--- src/rtl/sqrt_reconstruct.sv ---
// sqrt_reconstruct: rebuilds radical = q*q + remainder from a square-root
// result pair using a one-bit-per-cycle shift-add squarer. Flags sums that
// do not fit in the radical width and pairs with remainder > 2*q, which no
// valid square-root output can produce.
module sqrt_reconstruct #(
  parameter int Q_WIDTH = 8,
  parameter int R_WIDTH = 9,
  parameter int WIDTH   = 16
) (
  input  logic               clk,
  input  logic               aclr,
  input  logic               ena,
  input  logic               in_valid,
  output logic               in_ready,
  input  logic [Q_WIDTH-1:0] q,
  input  logic [R_WIDTH-1:0] remainder,
  output logic               out_valid,
  input  logic               out_ready,
  output logic [WIDTH-1:0]   radical,
  output logic               overflow,
  output logic               noncanonical
);

  localparam int ACC_W = 2 * Q_WIDTH;
  localparam int SUM_W = ((ACC_W > R_WIDTH) ? ACC_W : R_WIDTH) + 1;
  // Wide enough to hold the full sum and at least one bit above the radical.
  localparam int EXT_W = (SUM_W > WIDTH) ? SUM_W : WIDTH + 1;
  localparam int CMP_W = ((Q_WIDTH + 1) > R_WIDTH) ? (Q_WIDTH + 1) : R_WIDTH;
  localparam int CNT_W = (Q_WIDTH > 1) ? $clog2(Q_WIDTH) : 1;

  typedef enum logic [1:0] {
    IDLE,
    MUL,
    ADD,
    DONE
  } state_t;

  state_t state;
  state_t state_next;

  logic [ACC_W-1:0]   acc;
  logic [CNT_W-1:0]   cnt;
  logic [Q_WIDTH-1:0] q_reg;
  logic [R_WIDTH-1:0] r_reg;

  logic [ACC_W-1:0]   partial;
  logic [EXT_W-1:0]   sum_ext;
  logic [WIDTH-1:0]   radical_next;
  logic               overflow_next;
  logic               noncanonical_next;

  // Squarer step term and final-sum arithmetic, all at full width.
  always_comb begin
    partial           = q_reg[cnt] ? ACC_W'(q_reg) : '0;
    sum_ext           = EXT_W'(acc) + EXT_W'(r_reg);
    radical_next      = sum_ext[WIDTH-1:0];
    overflow_next     = |sum_ext[EXT_W-1:WIDTH];
    noncanonical_next = CMP_W'(r_reg) > (CMP_W'(q_reg) << 1);
  end

  // State register.
  always_ff @(posedge clk or posedge aclr) begin
    if (aclr) begin
      state <= IDLE;
    end else begin
      state <= state_next;
    end
  end

  // Next-state logic; nothing advances while ena is low.
  always_comb begin
    state_next = state;
    if (ena) begin
      case (state)
        IDLE:    if (in_valid) state_next = MUL;
        MUL:     if (cnt == '0) state_next = ADD;
        ADD:     state_next = DONE;
        DONE:    if (out_ready) state_next = IDLE;
        default: state_next = IDLE;
      endcase
    end
  end

  // Handshake outputs decoded purely from state.
  always_comb begin
    in_ready  = (state == IDLE);
    out_valid = (state == DONE);
  end

  // Datapath: operand capture, MSB-first shift-add squaring, final sum.
  always_ff @(posedge clk or posedge aclr) begin
    if (aclr) begin
      acc          <= '0;
      cnt          <= '0;
      q_reg        <= '0;
      r_reg        <= '0;
      radical      <= '0;
      overflow     <= 1'b0;
      noncanonical <= 1'b0;
    end else if (ena) begin
      case (state)
        IDLE: begin
          if (in_valid) begin
            q_reg <= q;
            r_reg <= remainder;
            acc   <= '0;
            cnt   <= CNT_W'(Q_WIDTH - 1);
          end
        end
        MUL: begin
          acc <= (acc << 1) + partial;
          if (cnt != '0) begin
            cnt <= cnt - CNT_W'(1);
          end
        end
        ADD: begin
          radical      <= radical_next;
          overflow     <= overflow_next;
          noncanonical <= noncanonical_next;
        end
        default: begin
        end
      endcase
    end
  end

endmodule

--- config.mk ---
export PLATFORM = sky130hd
export DESIGN_NAME = sqrt_reconstruct
export DESIGN_NICKNAME = d
export VERILOG_FILES = /design/src/rtl/sqrt_reconstruct.sv
export SDC_FILE = /design/constraint.sdc
export NUM_CORES = 1
export LEC_CHECK = 0
export BUFFER_PORTS_ARGS = -buffer_cell sky130_fd_sc_hd__buf_2
export CAP_MARGIN = 5
export CORE_UTILIZATION = 45
export DETAILED_ROUTE_END_ITERATION = 8
export SYNTH_ARGS = -nofsm -noshare
export SYNTH_HDL_FRONTEND = slang
export SYNTH_SLANG_ARGS = --single-unit
--- constraint.sdc ---
create_clock -name clk -period 3.35 [get_ports clk]
set_input_delay 0 -clock clk [delete_from_list [all_inputs] [get_ports clk]]
set_output_delay 0 -clock clk [all_outputs]
set_load 0.005 [all_outputs]
# Word-level counts from Yosys, hierarchy flattened
# Index checks and enable logic that the tools add are counted.
# totals
reg_bits,56
word_cells,41
in_bits,22
# op_classes
mux,12
magnitude_cmp,2
n_eq_ne,7
n_addsub,3
reduce_logical,9
# op_table
op,count
$pmux 16 s2,1
$add 16x9->17,1
$add 16x8->16,1
$mux 16,1
$gt 9x9->1,1
$mux 8,1
$pmux 2 s4,1
$reduce_and 4->1,2
$mux 2,3
$mux 3,2
$ne 2x2->1 const B,3
$pmux 3 s2,1
$reduce_and 3->1,2
$eq 2x2->1 const B,2
$lt 3x4->1 const B,1
$bmux 1 s3,1
$logic_not 3->1,1
$reduce_bool 3->1,1
$sub 3x1->3 const B,1
$eq 2x1->1 const B,1
$logic_not 2->1,1
$ne 2x1->1 const B,1
$reduce_and 2->1,1
$reduce_bool 2->1,1
$mux 1,1

# Logic depth before layout (Yosys ltp)
# Gate-level depths: netlist of the first run.
# depth
word_depth,5
mapped_depth,11
ltp_nobuf,11

# Worst setup path before layout of the first run
# OpenSTA, ideal clock, no wires.
# synth_timing
path_type,reg2reg
startpoint,reg cnt[0]
endpoint,reg acc[13]
required_time_ns,3.219
path_buffers,0
setup_time_ns,0.131
path_slack_ns,0.282
stages_incl_launch_ff,12
arrival_time_ns,2.937
cell_sequence,dfrtp_1 mux4_2 mux2i_2 nor2_1 ha_1 fa_1 a21o_1 a221o_1 a31o_2 nand4_1 xor2_1 o21ai_1
# synth_via
elab_chain_cells,5
# synth_lines
item,line,text
from (decl),42,logic [CNT_W-1:0] cnt;
from (signal assigned),107,cnt <= CNT_W'(Q_WIDTH - 1);
from (signal assigned),113,cnt <= cnt - CNT_W'(1);
$bmux 1 s3,54,partial = q_reg[cnt] ? ACC_W'(q_reg) : '0;
$mux 1 (not written as such),54,
$mux 8,54,
$add 16x8->16,111,acc <= (acc << 1) + partial;
$pmux 16 s2,101,case (state)
to (signal assigned),111,
to (decl),41,logic [ACC_W-1:0] acc;
# No other way between the ends. The select of a mux whose other input is x is not followed.
# A chain may end at the register's enable or synchronous reset.

# Worst setup path after layout of the first run
# layout_timing
startpoint,reg cnt[0]
endpoint,reg acc[11]
# Same word-level chain as after synthesis.

==> results of run 1 <==
[how the worst max path moves through the flow]
stage	slack, ns	cells past startpoint	startpoint	end
3_5_place_dp	0.20	11	cnt[0]	acc[11]
3_3_place_gp	0.24	11	cnt[0]	acc[11]
2_1_floorplan	0.28	11	cnt[0]	acc[13]
5_1_grt	0.04	11	cnt[0]	acc[11]
6_report	0.23	11	cnt[0]	acc[11]
4_1_cts	0.17	11	cnt[0]	acc[11]
[power by group]
part	internal [mW]	total, mW	switching (mW)
Combinational	0.852	1.79	0.939
Clock	0.295	0.519	0.224
Sequential	0.935	1.19	0.254
Total	2.08	3.50	1.42
[synthesized netlist by cell type, types with 3 or more instances]
cell type / n / area (µm²)
a21oi_1: 17 / 85.08
a22o_1: 3 / 26.28
and2_1: 5 / 31.28
and3_1: 3 / 18.77
clkbuf_1: 7 / 26.28
dfrtp_1: 56 / 1401
ha_1: 30 / 375.4
inv_1: 22 / 82.58
mux2_2: 19 / 214.0
nand2_1: 41 / 153.9
nand2b_1: 3 / 18.77
nand3_1: 12 / 60.06
nand4_1: 5 / 31.28
nor2_1: 20 / 75.07
nor2b_1: 5 / 31.28
o211ai_1: 3 / 22.52
o21ai_0: 22 / 110.1
o21ai_1: 12 / 60.06
xnor2_1: 15 / 131.4
xor2_1: 9 / 78.83
[routing by layer]
metal	vias up	share of wire, %	track usage (%)
met5	-	0	0
met4	0	1.3	4.692
met3	7	2.8	3.451
met2	43	44	31.26
met1	1207	52	27.38
li1	1330	-	-
[cell type report]
class,count,share of cell area (%)
sequential,56,34.76
timing repair buffer,64,10.49
inverter,22,2.048
clock inverter,2,1.490
tap,99,3.073
clock buffer,5,1.707
multi-input combinational,257,46.43
[what timing repair did]
item,4_1_cts,5_1_grt
hold endpoints to repair,53,0
buffers inserted,0,0
endpoints found under the setup margin,0,2
hold buffers,18,0
resized for setup,0,1
[worst reg2reg max path: stages, from the launching register on]
cell	delay, ns
dfrtp_1	0.43
mux4_2	0.54
mux2i_4	0.21
nor2_1	0.06
ha_1	0.21
fa_1	0.41
a21o_1	0.22
a221o_1	0.32
a31o_2	0.29
nand4_1	0.10
xor2_1	0.15
o21ai_1	0.07
[kinds of logic (layout without fill, tap and decap cells)]
| kind of cell | after synthesis | after routing |
|---|---|---|
| simple gates | 98 | 98 |
| compound gates | 80 | 80 |
| flops | 56 | 56 |
| fa+ha+maj | 32 | 32 |
| buf+inv | 31 | 93 |
| xor+xnor | 24 | 24 |
| mux | 23 | 23 |
==> results.txt, run 1 <==
The cell area that synthesis handed to floorplanning was between 0.003 and 0.004 mm². The worst-case headroom to the max-slew limit came out at between 40% and 50%. Row generation in the floorplan step produced 31 rows. The placed instance count is 480.

The path class of the tightest hold or removal check is input pin to flip-flop. The post-synthesis adder-cell area fraction is roughly 12%. The total placed instance area is approximately 0.0037 mm². The number of DRC markers in iteration 0 came out at between 80 and 90. Global routing consumed, over all layers together, about a fifth of the routing resources. The initial antenna violation count came out at 0.

The endpoint with the worst hold slack is cnt[1]. The most used flip-flop cell after synthesis is dfrtp_1. Dividing the final minimum period by the clock period gives 93.23%. The data required time of the worst path came out at around 3.5 ns. The leakage power came out at approximately 1.9 nW.

The Yosys step of the flow raised 0 warnings. The via count of the first global-routing pass is 2,405. The distinct cell type count of the synthesized netlist is 47.

The end of the worst register-to-register path is acc[11]. The utilization after layout is between 50% and 60%. The detailed router placed 2,587 vias in this run. In this run the critical register-to-register path is launched from cnt[0]. The worst voltage drop across the vdd grid is ~370 µV. TritonCTS built the clock tree. Once detail routing completed, the nets flagged for antenna violations numbered 0. The power after layout came out at approximately 3.5 mW. The diode insertion count for antenna repair is 0. The TritonCTS sink count is 56. Hold timing on the final database bottoms out at a slack of around 0.080 ns. In this run the worst path has a maximum fanout of 5.

The most common cell after layout, fill and taps aside is dfrtp_1. The wire length of the first global-routing pass came out at about 12,000 µm. The total detailed-routing wirelength is slightly below 7000 µm.

The count of buffers inserted at the top-level ports came out at just over 40. The number of flops mapped to enable cells by yosys is 0. Relative to the synthesized area, the layout overhead comes to 19.20%.

The maximum clock insertion buffer count is 2. The die extent in x is approximately 90 µm. The category of the critical setup timing path is flip-flop to flip-flop.

The number of filler instances in the final layout came out at a little under 700. After global routing the overflow that remains totals 0. In this run the clock root is driven by a clkbuf_8.

The post-layout instance area came out at slightly above 0.004 mm². The H-tree level count is 2. The worst hold path stage count came out at 4. The number of instances in the synthesized netlist is between 300 and 400.

The synthesized-area fraction occupied by xor and xnor cells came out at a little over 6%. The combined flip-flop and latch cell area came out at about 0.0014 mm². The via density per instance is a little over 5.

The area of the multi-input gates came out at 0.001872 mm². The flow ran to the end, and the final reports show no timing, DRC or antenna violations. The worst-case setup slack after placement came out at 0.1962 ns.

The sum of negative setup slack came out at 0 ns. The kind of cell with the highest combined delay along the critical path is compound AO/OA/AOI/OAI gates. Traced cell by cell, the critical path runs through mux4_2 -> mux2i_4 -> nor2_1 -> ha_1 -> fa_1 -> a21o_1 -> a221o_1 -> a31o_2 -> nand4_1 -> xor2_1 -> o21ai_1.

The highest-delay cell along the critical path is mux4_2. In the post-route analysis, the smallest setup slack over all paths is 0.2269 ns. The layout cell share with drive strength beyond 1 came out at between 20% and 30%. For this run, design rule violations remaining after detail routing come to 0. The final estimated routing congestion in global placement is 0.8346.

The max-slew violation total from the final report came out at 0. In the final routed layout, each cell accounts on average for between 10 and 15 µm. Derived from the worst setup path, the maximum achievable clock frequency is roughly 320 MHz.

Setup repair after global routing left no endpoint under its margin. The endpoint kind of the worst setup timing path is a flip-flop. The final setup violation count came out at 0. The stage delay of the slowest cell on the critical path came out at 0.54 ns. The total buffers and inverters traversed by the critical path is 0. The synthesized-area fraction occupied by and/or/nand/nor cells came out at between 10% and 20%. The number of violations of the max-capacitance limit came out at 0. The die covers a little under 0.008 mm².

The boundary pin count is 42. The register-to-register setup slack is between 0.2 and 0.25 ns. The net count of the finished layout is 460. For this configuration, the core starts out at a cell density of between 40% and 50%. The clock transition at the registers of the reported paths is approximately 0.10 ns. The top cell types in the final layout, fill and taps aside, are dfrtp_1 (56), nand2_1 (41), buf_2 (41).

The filler-free cell count of the finished design came out at 505. The TritonCTS buffer count came out at 5. The clock network latency to the later pin of the worst-skew pair is 0.31 ns.

After synthesis, the share of flip-flops with an asynchronous set or reset is 100.0%. The final hold violation count came out at 0. Data arrives at the worst endpoint at ~3.3 ns. The final HPWL from detailed placement is 5285 µm. The count of state elements after synthesis came out at 56.

The fraction of the mapped netlist area in compound gates is around 15%. The time the worst path needs with I/O delays and setup is approximately 3.1 ns. The worst clock skew came out at between 0.005 and 0.006 ns.

The length of the first detailed-routing pass in iterations came out at 5. The height of the chip is 88.69 µm. In this run the power density over the cells is 868.0 mW/mm². The worst register-to-register path has a depth of 11. The startpoint identified for the worst hold timing path is ena. Averaged over all synthesized cells, the footprint is 9.831 µm².

After synthesis, the largest family of logic cells by area is compound AO/OA/AOI/OAI gates. The slew of the pin with the lowest slew margin is around 0.77 ns. The maximum number of pins on one net before global-route repair came out at 38. The worst setup path is launched from a flip-flop. The proportion of synthesized area in mux cells came out at under 10%. The fraction of the yosys area taken by sequential cells is 41.44%. The core box area is ~0.0073 mm². The post-synth net total came out at a little under 400.
No activity file was read; power rests on OpenSTA's default activity.
==> inputs of run 2 (changes only) <==
--- a/config.mk
+++ b/config.mk
@@ -7,6 +7,7 @@
 export LEC_CHECK = 0
 export BUFFER_PORTS_ARGS = -buffer_cell sky130_fd_sc_hd__buf_2
 export CAP_MARGIN = 5
+export CORE_MARGIN = 1
 export CORE_UTILIZATION = 45
 export DETAILED_ROUTE_END_ITERATION = 8
 export SYNTH_ARGS = -nofsm -noshare
==> constraint.sdc (replaced) <==
create_clock -name clk -period 3.35 [get_ports clk]
set_input_delay 0.5025 -clock clk [delete_from_list [all_inputs] [get_ports clk]]
set_output_delay 0.5025 -clock clk [all_outputs]
set_load 0.005 [all_outputs]
==> run 2 against run 1 <==
Global-route usage is 0.70 points lower. Power is 5.0% lower. Via count is 2.6% lower. Critical path depth stayed put. Fmax is 2.1% lower. Cell count is 3.4% lower. Setup slack worse by 0.066 ns. Clock skew is 0.010 ns higher. First-iteration DRC count is 41% higher. Sequential cell count stayed put.
==> results.txt, run 2 (synthesized netlist as in run 1, its figures left out) <==
The flow ran to the end, and the final reports show no timing, DRC or antenna violations. The termination of the worst setup path is acc[9]. STA classifies the critical path endpoint as a flip-flop. In the layout the commonest cells are dfrtp_1 (56), nand2_1 (41), buf_2 (41). The total via count in the routed design is approximately 2,500.

The number of antenna diodes in the final layout is 0. The net count of the finished layout came out at around 440. The most critical setup path has its startpoint at cnt[0]. Setup violations remaining at the end of the flow were counted as 0. Input and output buffers added on the ports amount to slightly above 40. Setup repair after global routing left no endpoint under its margin. The average wire length per cell after detail routing is ~14 µm. At the pin with the least slew margin, the transition time is ~0.53 ns. In this run the worst hold path is classified as input pin to asynchronous set/reset pin.

Once layout is done, the placed cells without fillers occupy between 0.003 and 0.004 mm². The critical path arrival is between 3 and 4 ns. The number of buffers inserted for hold repair after clock tree synthesis came out at 0.

The height of the chip came out at between 80 and 90 µm. The wire length of the first global-routing pass is between 10,000 and 15,000 µm. The total setup buffers inserted after CTS came out at 0.

The number of violations of the max-capacitance limit came out at 0. The leakage power is 1.801 nW. Measured against its own limit, the worst slew margin works out to between 60% and 70%.

Summed over all nets, the switching power comes to 1.413 mW. The data required time of the worst path is 3.53 ns. In this run, CTS created clock tree buffers numbering 5. The TritonCTS clock tree is built. The H-tree level count is 2. The die outline area came out at approximately 0.008 mm². The die extent in x is 88.69 µm. From synthesis to final layout, the design area changed by 12.50%.

The critical path is of the flip-flop to flip-flop type. The final HPWL from detailed placement is roughly 5300 µm. Global routing finished with a remaining overflow of 0. For this run, design rule violations remaining after detail routing come to 0. The global-route usage over all layers is a little under a fifth. The initial antenna violation count came out at 0. The share of total power consumed by net switching is 42.49%. The final hold violation count came to 0.

The final estimated routing congestion in global placement is about 0.84. The via count of the first global-routing pass came to between 2,000 and 2,500. The worst reg2reg path depth is 11. The worst setup path is launched from a flip-flop. The source of the worst register-to-register timing path is cnt[0]. The detail route stage leaves a number of antenna-violating nets equal to 0. The cell at the root of the clock tree is clkbuf_8. The TritonCTS sink count is 56. The max-slew violation total from the final report came out at 0. In this run, flip-flops and latches consume a little over a third of the power. Along the worst path, the maximum fanout reaches 5.

The worst clock skew is roughly 0.016 ns. The end of the worst register-to-register path is acc[9]. The core box area came out at approximately 0.0073 mm².

Power spread over the standard cell area amounts to approximately 900 mW/mm². The maximum clock insertion buffer count came out at 2. The design internal power is around 1.9 mW. Before antenna repair, the detailed router went through 4 iterations. The number of instances resized during post-cts repair is 0. The boundary pin count is 42. The fraction of power consumed by the clock network is a little under an eighth. The clock transition at the registers of the reported paths is 0.11 ns. The maximum number of pins on one net before global-route repair came out at 37. Of the total power, combinational logic draws 52.7%. The setup check on the worst reg-to-reg path leaves a slack of ~0.16 ns. The initial cell density of the core is roughly 47%. Of the available clock period, the critical path in the final layout requires 95.19%. Leaving out fill and tap cells, the most frequent cell in the layout is dfrtp_1. After layout, the minimum clock period comes to 3.189 ns. At the later pin of the worst-skew pair, clock insertion delay measures roughly 0.31 ns. The via density per instance is 5.164. The sum of negative setup slack is 0 ns. The floorplan has 31 rows. The number of DRC markers in iteration 0 came out at between 100 and 150.

The total detailed-routing wirelength is ~6800 µm. The post-route netlist has 21.34% of its cells at a drive strength greater than 1. The worst voltage drop across the vdd grid is 458.7 µV. The total placed instance area is approximately 0.0037 mm².

Timing would allow up to ~310 MHz.
[run 2: cell types whose count changed in the layout (fill, tap and decap cells not counted)]
cell	previous run	this run
dlygate4sd3_1	18	0
bufinv_16	2	0
clkinv_2	0	1
clkinv_4	0	1
inv_6	0	1
mux2i_2	0	1
mux2i_4	1	0
[run 2: through the flow]
stage	setup slack, ns	power, mW	instances	util [%]	hold slack, ns
2_1_floorplan	0.2819	2.497	344	-	0.4726
3_3_place_gp	0.2380	2.922	480	51.20	0.4559
3_5_place_dp	0.1557	2.966	480	51.20	0.4612
4_1_cts	0.1417	3.365	488	52.46	0.1777
5_1_grt	0.01042	3.661	488	52.46	0.2064
6_report	0.1612	3.325	488	52.46	0.1664
[run 2: worst min-delay path by stage]
stage	from	to	depth (start not counted)
2_1_floorplan	radical[5]	radical[5]	2
3_3_place_gp	radical[13]	radical[13]	2
3_5_place_dp	overflow	overflow	1
4_1_cts	aclr	radical[7]	2
5_1_grt	aclr	r_reg[1]	2
6_report	aclr	r_reg[5]	2
[run 2: cell type report]
cell class | instances | area (µm²)
multi-input combinational | 257 | 1863
fill | 724 | 3448
tap | 99 | 123.9
clock inverter | 3 | 22.52
inverter | 22 | 82.58
timing repair buffer | 46 | 242.7
clock buffer | 5 | 68.82
sequential | 56 | 1401
[run 2: power by group through the flow]
stage                     clock network (mW)  registers [mW]  logic [mW]
final                                  0.380            1.19        1.75
after global routing                   0.426            1.24        2.00
after CTS                              0.401            1.20        1.77
after detailed placement                   0            1.21        1.75
after global placement                     0            1.20        1.72
after floorplan                            0            1.12        1.38
[run 2: worst max-delay path: stages (launching register included)]
cell and delay, ns:
dfrtp_1 0.45, mux4_2 0.53, mux2i_2 0.25, nor2_1 0.09, ha_1 0.21, fa_1 0.41, a21o_1 0.21, a221o_1 0.32
a31o_2 0.28, nand2_1 0.08, xor2_1 0.15, o21ai_1 0.07
[run 2: routing by layer]
layer,global-route usage (%),wire length [µm],up-vias
met5,0,0,-
met4,3.226,48,0
met3,3.451,186,7
met2,30.56,3087,51
met1,26.48,3437,1173
li1,-,-,1289
==> inputs of run 3 (changes only) <==
--- a/config.mk
+++ b/config.mk
@@ -10,6 +10,8 @@
 export CORE_MARGIN = 1
 export CORE_UTILIZATION = 45
 export DETAILED_ROUTE_END_ITERATION = 8
+export MAX_ROUTING_LAYER = met4
+export SKIP_LAST_GASP = 1
 export SYNTH_ARGS = -nofsm -noshare
 export SYNTH_HDL_FRONTEND = slang
 export SYNTH_SLANG_ARGS = --single-unit
==> run 3 against run 2 <==
Sequential cell count unchanged. Global-route usage increased by 0.59 points. Power about the same. Core utilization unchanged. Wire length increased by 0.50%. Sequential power about the same. Highest routed layer unchanged.
==> results.txt, run 3 (synthesized netlist as in run 1, its figures left out) <==
The clock transition at the registers of the reported paths is between 0.1 and 0.15 ns. The path class of the tightest hold or removal check is input pin to asynchronous set/reset pin. The initial antenna violation count came to 0.

Once the floorplan was initialized, standard cells occupied a little under half of the core. Setup violations remaining at the end of the flow were counted as 0. On the critical path, the stage with the largest delay is an instance of mux4_2.

The H-tree level count came out at 2. The biggest fanout along the worst timing path is 5. The worst clock skew came out at approximately 0.015 ns. The total number of placement rows is 31. The number of instances resized during post-cts repair came out at 0. The final estimated routing congestion in global placement came out at between 0.8 and 0.9. The run finished with clean final reports.

In the layout the commonest cells are dfrtp_1 (56), nand2_1 (41), buf_2 (41). The final HPWL from detailed placement is 5341 µm. The total setup buffers inserted after CTS is 0.

OpenSTA, run right after detailed placement, puts the worst setup slack at around 0.16 ns. The number of buffers inserted for hold repair after clock tree synthesis is 0. The final hold violation count is 0.

The final critical-path setup slack is 0.1601 ns. The floorplan step set the die width to between 80 and 90 µm. For this design the static power due to leakage is roughly 1.8 nW. The signal on the critical path passes through mux4_2 -> mux2i_2 -> nor2_1 -> ha_1 -> fa_1 -> a21o_1 -> a221o_1 -> a31o_2 -> nand2_1 -> xor2_1 -> o21ai_1.

The count of nets left with antenna violations once routing finished came out at 0. Dividing total power by cell area gives a power density of 874.3 mW/mm². The maximum number of pins on one net before global-route repair came out at 37. The count of buffers inserted at the top-level ports is 41. TritonCTS built the clock tree. Net switching is approximately 43% of the power. After layout, the worst path uses 95.22% of the clock period. The growth of design area from synthesis to finish came out at 12.50%.

The global-route usage over all layers is between 10% and 20%. The total via count in the routed design came out at 2,519. The diode insertion count for antenna repair came out at 0.

STA classifies the critical path endpoint as a flip-flop. The slew of the pin with the lowest slew margin is ~0.53 ns. The maximum clock insertion buffer count came out at 2.

The detailed router finished its first iteration with around 120 violations. The average wire length per cell after detail routing is 13.92 µm. The fraction of power consumed by the clock network came out at a little under an eighth. Setup repair after global routing left no endpoint under its margin. The worst voltage drop across the vdd grid is approximately 460 µV. The clock network latency to the later pin of the worst-skew pair came out at slightly above 0.3 ns.

The length of the first detailed-routing pass in iterations is 4. In the routed design, unresolved DRC markers number 0. Summed over all nets, the switching power comes to 1.414 mW. At the worst endpoint, the arrival time is about 3.4 ns. The layout cell share with drive strength beyond 1 is between 20% and 30%. The share of power burned in combinational logic came out at between 50% and 60%. The total detailed-routing wirelength is between 6000 and 7000 µm.

The sequential share of power is between 30 and 40%. In this run the clock root is driven by a clkbuf_8. The height of the chip came out at approximately 89 µm. The stage delay of the slowest cell on the critical path is approximately 0.53 ns. The TritonCTS sink count came out at 56. The category of the worst setup path launch point is a flip-flop. The via density per instance is about 5.2. The first global-routing pass estimated 11,340 µm of wire. Headroom to the max-slew limit came out at ~65%. The cell family contributing the most delay on the critical path is compound AO/OA/AOI/OAI gates. The max-slew violation total from the final report is 0.

For this run the aggregate overflow at the end of global routing stands at 0. The time the worst path needs with I/O delays and setup is between 3 and 4 ns. The via count of the first global-routing pass came out at 2,377. Derived from the worst setup path, the maximum achievable clock frequency is around 310 MHz. For the worst setup path, the data required time is ~3.5 ns. The critical path contains buffers and inverters numbering 0 combined. The number of clock buffers added by TritonCTS is 5. The most common cell after layout, fill and taps aside is dfrtp_1. The core box area came out at about 0.0073 mm². The die covers 0.007866 mm². Once layout is complete, the utilization of the core stands at between 50% and 60%. Pin placement for this block handled 42 I/O pins.

The internal power of the cells totals between 1.5 and 2 mW. The number of filler instances in the final layout came out at 724. The worst setup path is of the flip-flop to flip-flop kind. The sum of negative setup slack came out at 0 ns. The number of violations of the max-capacitance limit is 0.

The net count of the finished layout is ~440.
run 3: cell counts in the layout (fill, tap and decap cells not counted):
No cell type changed its count.
run 3: final timing paths:
path,cells after the start,endpoint,slack (ns),from
worst max-delay path,11,acc[9],0.16,cnt[0]
worst min-delay path,2,r_reg[5],0.17,aclr
worst max register to register,11,acc[9],0.16,cnt[0]
worst min register to register,2,radical[1],0.48,radical[1]
max in group asynchronous,3,acc[9],2.37,aclr
min in group clk,2,q_reg[3],0.41,q[3]
run 3: final cells by class:
cell class	instances	area [µm²]	share of cell area, %
clock buffers	5	68.82	1.809
repair buffers	46	242.7	6.379
clock inverters	3	22.52	0.5919
inverters	22	82.58	2.170
multi-input cells	257	1863	48.96
flip-flops and latches	56	1401	36.83
well taps	99	123.9	3.256
run 3: worst register-to-register path, stage by stage (launching register included):
cell and delay [ns]:
dfrtp_1 0.45, mux4_2 0.53, mux2i_2 0.25, nor2_1 0.09, ha_1 0.21, fa_1 0.41, a21o_1 0.21, a221o_1 0.32
a31o_2 0.29, nand2_1 0.08, xor2_1 0.15, o21ai_1 0.07
run 3: power by group through the flow:
| stage | clock (mW) | combinational, mW | sequential (mW) |
|---|---|---|---|
| 6_report | 0.380 | 1.76 | 1.19 |
| 5_1_grt | 0.426 | 2.00 | 1.24 |
| 4_1_cts | 0.401 | 1.77 | 1.20 |
| 3_5_place_dp | 0 | 1.75 | 1.21 |
| 3_3_place_gp | 0 | 1.72 | 1.20 |
| 2_1_floorplan | 0 | 1.38 | 1.12 |
run 3: metal layers:
metal	track usage, %	routed length, µm	up-vias
met4	3.226	48	0
met5	-	0	-
li1	-	-	1288
met3	3.451	201	7
met1	26.48	3442	1175
met2	30.56	3101	49
run 3: metrics by stage:
| step | instances | instance area (µm²) | power, mW | hold slack, ns |
|---|---|---|---|---|
| floorplan | 344 | 3382 | 2.497 | 0.4726 |
| global placement | 480 | 3714 | 2.922 | 0.4559 |
| detailed placement | 480 | 3714 | 2.966 | 0.4612 |
| CTS | 488 | 3805 | 3.365 | 0.1777 |
| global route | 488 | 3805 | 3.661 | 0.2064 |
| finish | 488 | 3805 | 3.327 | 0.1665 |
